<file path="config.mk">
export PLATFORM = sky130hd
export DESIGN_NAME = serial_fir_sequencer
export DESIGN_NICKNAME = d
export VERILOG_FILES = /design/src/rtl/serial_fir_sequencer.sv
export SDC_FILE = /design/constraint.sdc
export NUM_CORES = 1
export LEC_CHECK = 0
export BUFFER_PORTS_ARGS = -buffer_cell sky130_fd_sc_hd__buf_2
export CORE_AREA = 2 2 47 49
export CTS_CLUSTER_DIAMETER = 150
export CTS_CLUSTER_SIZE = 16
export DETAILED_ROUTE_END_ITERATION = 12
export DIE_AREA = 0 0 49 51
export GPL_TIMING_DRIVEN = 0
export PLACE_DENSITY = 0.69
export SLEW_MARGIN = 20
export SYNTH_ARGS = -nofsm -noshare
export SYNTH_HDL_FRONTEND = slang
export SYNTH_SLANG_ARGS = --single-unit
</file>
<file path="constraint.sdc">
create_clock -name clock -period 1.45 [get_ports clock]
set_input_delay 0.145 -clock clock [delete_from_list [all_inputs] [get_ports clock]]
set_output_delay 0.145 -clock clock [all_outputs]
set_load 0.02 [all_outputs]
</file>
<file path="src/rtl/serial_fir_sequencer.sv">
// rtl/serial_fir_sequencer.sv - sample handshake, MAC phase counter and tap addressing for the serial FIR bank
module serial_fir_sequencer #(
  parameter int NUM_CYCLES = 60,
  parameter int NUM_TAPS   = 119,
  parameter int CNT_W      = 6
) (
  input  logic             clock,
  input  logic             reset,
  input  logic             clk_enable,
  input  logic             run_en,
  input  logic             in_valid,
  output logic             in_ready,
  output logic             shift_en,
  output logic [CNT_W-1:0] cur_count,
  output logic [CNT_W-1:0] tap_addr_lo,
  output logic [6:0]       tap_addr_hi,
  output logic             center_tap,
  output logic             acc_clear,
  output logic             acc_enable,
  output logic             out_valid,
  output logic             overrun,
  input  logic             overrun_clr
);

  typedef enum logic [1:0] {
    S_IDLE,
    S_WAIT,
    S_RUN
  } state_t;

  localparam logic [CNT_W-1:0] LAST_CNT = CNT_W'(NUM_CYCLES - 1);
  localparam logic [6:0]       TOP_TAP  = 7'(NUM_TAPS - 1);

  state_t           state_q;
  state_t           state_d;
  logic [CNT_W-1:0] count_q;
  logic [CNT_W-1:0] count_d;
  logic             out_valid_q;
  logic             overrun_q;
  logic             last_cycle;
  logic             accept;

  assign last_cycle  = (state_q == S_RUN) && (count_q == LAST_CNT);
  assign in_ready    = (state_q == S_WAIT) || (last_cycle && run_en);
  assign accept      = in_valid && in_ready;
  assign shift_en    = accept && clk_enable;

  // Folded-symmetric pair: lo walks up from tap 0, hi walks down from the last tap.
  assign cur_count   = count_q;
  assign tap_addr_lo = count_q;
  assign tap_addr_hi = TOP_TAP - 7'(count_q);
  assign center_tap  = (count_q == LAST_CNT);
  assign acc_enable  = (state_q == S_RUN);
  assign acc_clear   = (state_q == S_RUN) && (count_q == '0);
  assign out_valid   = out_valid_q;
  assign overrun     = overrun_q;

  always_comb begin
    state_d = state_q;
    count_d = count_q;
    case (state_q)
      S_IDLE: begin
        if (run_en) state_d = S_WAIT;
      end
      S_WAIT: begin
        if (accept) begin
          state_d = S_RUN;
          count_d = '0;
        end else if (!run_en) begin
          state_d = S_IDLE;
        end
      end
      S_RUN: begin
        if (count_q == LAST_CNT) begin
          // Counter always parks at 0 so the next frame or idle state starts clean.
          count_d = '0;
          if (accept)      state_d = S_RUN;
          else if (run_en) state_d = S_WAIT;
          else             state_d = S_IDLE;
        end else begin
          count_d = count_q + 1'b1;
        end
      end
      default: begin
        state_d = S_IDLE;
        count_d = '0;
      end
    endcase
  end

  always_ff @(posedge clock or negedge reset) begin
    if (!reset) begin
      state_q     <= S_IDLE;
      count_q     <= '0;
      out_valid_q <= 1'b0;
      overrun_q   <= 1'b0;
    end else if (clk_enable) begin
      state_q     <= state_d;
      count_q     <= count_d;
      out_valid_q <= last_cycle;
      // A new violation outranks a coincident clear.
      if (in_valid && !in_ready && (state_q != S_IDLE)) overrun_q <= 1'b1;
      else if (overrun_clr)                            overrun_q <= 1'b0;
    end
  end

endmodule

</file>
==> flow_summary.yaml <==
placed_design:
  port_buffers: 31
  place_hpwl_um: 1370
  pre_cts_ws_ns: -0.145
  gp_congestion: 0.770
synth:
  synth_top_flop_cell: "dfrtp_1"
  synth_top_area_share: 0.321
  syn-num-nets: 94
  synthCells: 85
  syn-mean-instance-area_um2: 9.17
  synth-edff-count: 0
  ys_types: 37
  yosysWarnings: 0
  yosys.area.top_type: "dfrtp_1"
  synth-async-reset-ratio: 1.00
  ys_seq_area_frac: 0.321
  synth_area_um2: 779
  yosys-top-cells-area: "dfrtp_1 (32%), buf_4 (7.7%), ha_1 (4.8%)"
  ys_ff_latch: 10
setup_path:
  start_kind: "flip-flop"
  critical_path_peak_fanout: 2
  crit_arrival_ns: 1.60
  worstSetupPathType: "flip-flop to primary output"
  required_ns: 1.31
  endpoint_kind: "primary output"
floorplanning:
  die_x_um: 49
  num_rows: 17
  io_pins: 32
  coreArea_mm2: 0.00206
  dieArea_mm2: 0.00250
  initial_core_util: 0.378
  fp.dieH_um: 51
hold_path:
  hold_class: "input pin to flip-flop"
cts:
  htreeDepth: 1
  clock_path_buffers: 2
  cts_num_sinks: 10
  numCtsBuffers: 3
  cts_tree: "done"
  clock-root-buffer: "clkbuf_4"
  insertion_delay_ns: 0.28
  path_clk_slew_ns: 0.07
detailed_routing:
  wl_um: 2290
  first_iter_violations: 16
  viasPerCell: 5.22
  route.detailed.drc: 0
  wire_per_inst_um: 13.9
  drtPass1Iterations: 4
  postRouteAntennaNets: 0
  routed-via-count: 861
grt:
  grt_overflow: 0
  grtUsageTotal: 0.185
  antenna_found_initial: 0
  grt_first_pass_wirelength_um: 3480
  grt_max_degree: 11
  grt_pass1_vias: 748
timing:
  fin_skew_ns: 0.00343
  rsz0062_at_grt: "true"
  worst_slack_ns: -0.294
  holdWs_ns: 0.183
  period_share: 1.20
  drv_slew: 0
  setup_tns_ns: -1.38
  worst_slew_pin_slew_ns: 0.376
  relSlewSlack: 0.749
  fmax_ghz: 0.573
  hold_viol: 0
  setup_viol: 11
  period_minus_slack_ns: 1.74
pwr:
  total_power_mw: 3.01
  peakVddDrop_mv: 1.59
  power_density_mw_per_mm2: 2320
  p_leak_nw: 0.592
run_status:
  status: "finished with violations"
  violations: "setup timing"
finish:
  seq_area_um2: 255
  n_antenna_cell: 0
  area_delta_synth_final_pct: 66.5
  post-route-util: 0.629
  multi_input_area_um2: 519
  drive_gt1_frac: 0.628
  fillers: 174
  fin_nets: 147
flow_run:
  cap_violations: 0
[report_power, final]
group,internal (mW),total [mW],switching [mW]
clock,0.153,0.265,0.112
combinational,1.07,2.27,1.20
sequential,0.379,0.476,0.0964
[layer usage]
metal | routed length (um) | global-route usage
met1 | 992 | 0.222
met2 | 1150 | 0.347
met3 | 102 | 0.0175
met4 | 42 | 0.0571
met5 | 0 | 0
[layout by cell type (no fill, tap or decap), types with 3 or more instances in the layout]
master	instances
nand3_1	4
xnor2_1	4
inv_2	3
a221o_1	3
buf_6	8
buf_2	24
ha_4	3
inv_1	4
nand2_1	4
dfrtp_2	4
buf_4	26
dfrtp_1	6
clkbuf_4	3
[final timing paths]
path | from | end | slack, ns | cells past startpoint
setup / recovery | cur_count[1] | shift_en | -0.29 | 5
hold / removal | run_en | state_q[0] | 0.18 | 3
setup reg to reg | cur_count[1] | overrun | -0.18 | 6
hold reg to reg | out_valid | out_valid | 0.57 | 2
max in group asynchronous | reset | state_q[0] | 0.98 | 2
min in group asynchronous | reset | cur_count[2] | 0.25 | 2
[worst max-delay path, stage by stage, from the launching register on]
cell	delay, ns
dfrtp_2	0.43
ha_4	0.17
and4b_2	0.22
a41o_1	0.20
and3_4	0.18
buf_6	0.12
[what timing repair did]
item,CTS,global route
endpoints found under the hold margin,10,0
resized for setup,25,14
setup buffers,14,3
hold buffers,1,0
pin swaps,5,6
gates cloned,0,0
endpoints found under the setup margin,15,18
[Yosys cell counts (all sizes together) (2+ instances only)]
library cell,instances
nand2,6
buf,11
xnor2,4
a21oi,2
a41o,2
dfrtp,10
nor4,3
nand3,5
nor2b,2
ha,3
a21boi,3
a221o,3
inv,8
nand4,2
and3,3
[sequential cells by signal (all words and copies together) (netlist names)]
name	cells
state_q	2
overrun	1
cur_count	6
out_valid	1
[layout make-up]
cell class / instances / share of cell area
repair buffers: 48 / 0.248
plain buffers: 12 / 0.0752
multi-input cells: 55 / 0.400
flip-flops and latches: 10 / 0.197
inverters: 8 / 0.0251
well taps: 28 / 0.0270
clock buffers: 4 / 0.0280
[through the flow]
stage          cells  cell area, um^2
4_1_cts          163             1230
3_3_place_gp     144              990
3_5_place_dp     144              990
6_report         165             1300
2_1_floorplan     85              800
5_1_grt          165             1300
[cell families after synthesis]
family,synth area share
compound gates,0.197
flops,0.321
buf+inv,0.156
xor+xnor,0.0449
fa+ha+maj,0.0482
mux,0.0144
simple gates,0.218
No activity file was read; power rests on OpenSTA's default activity.
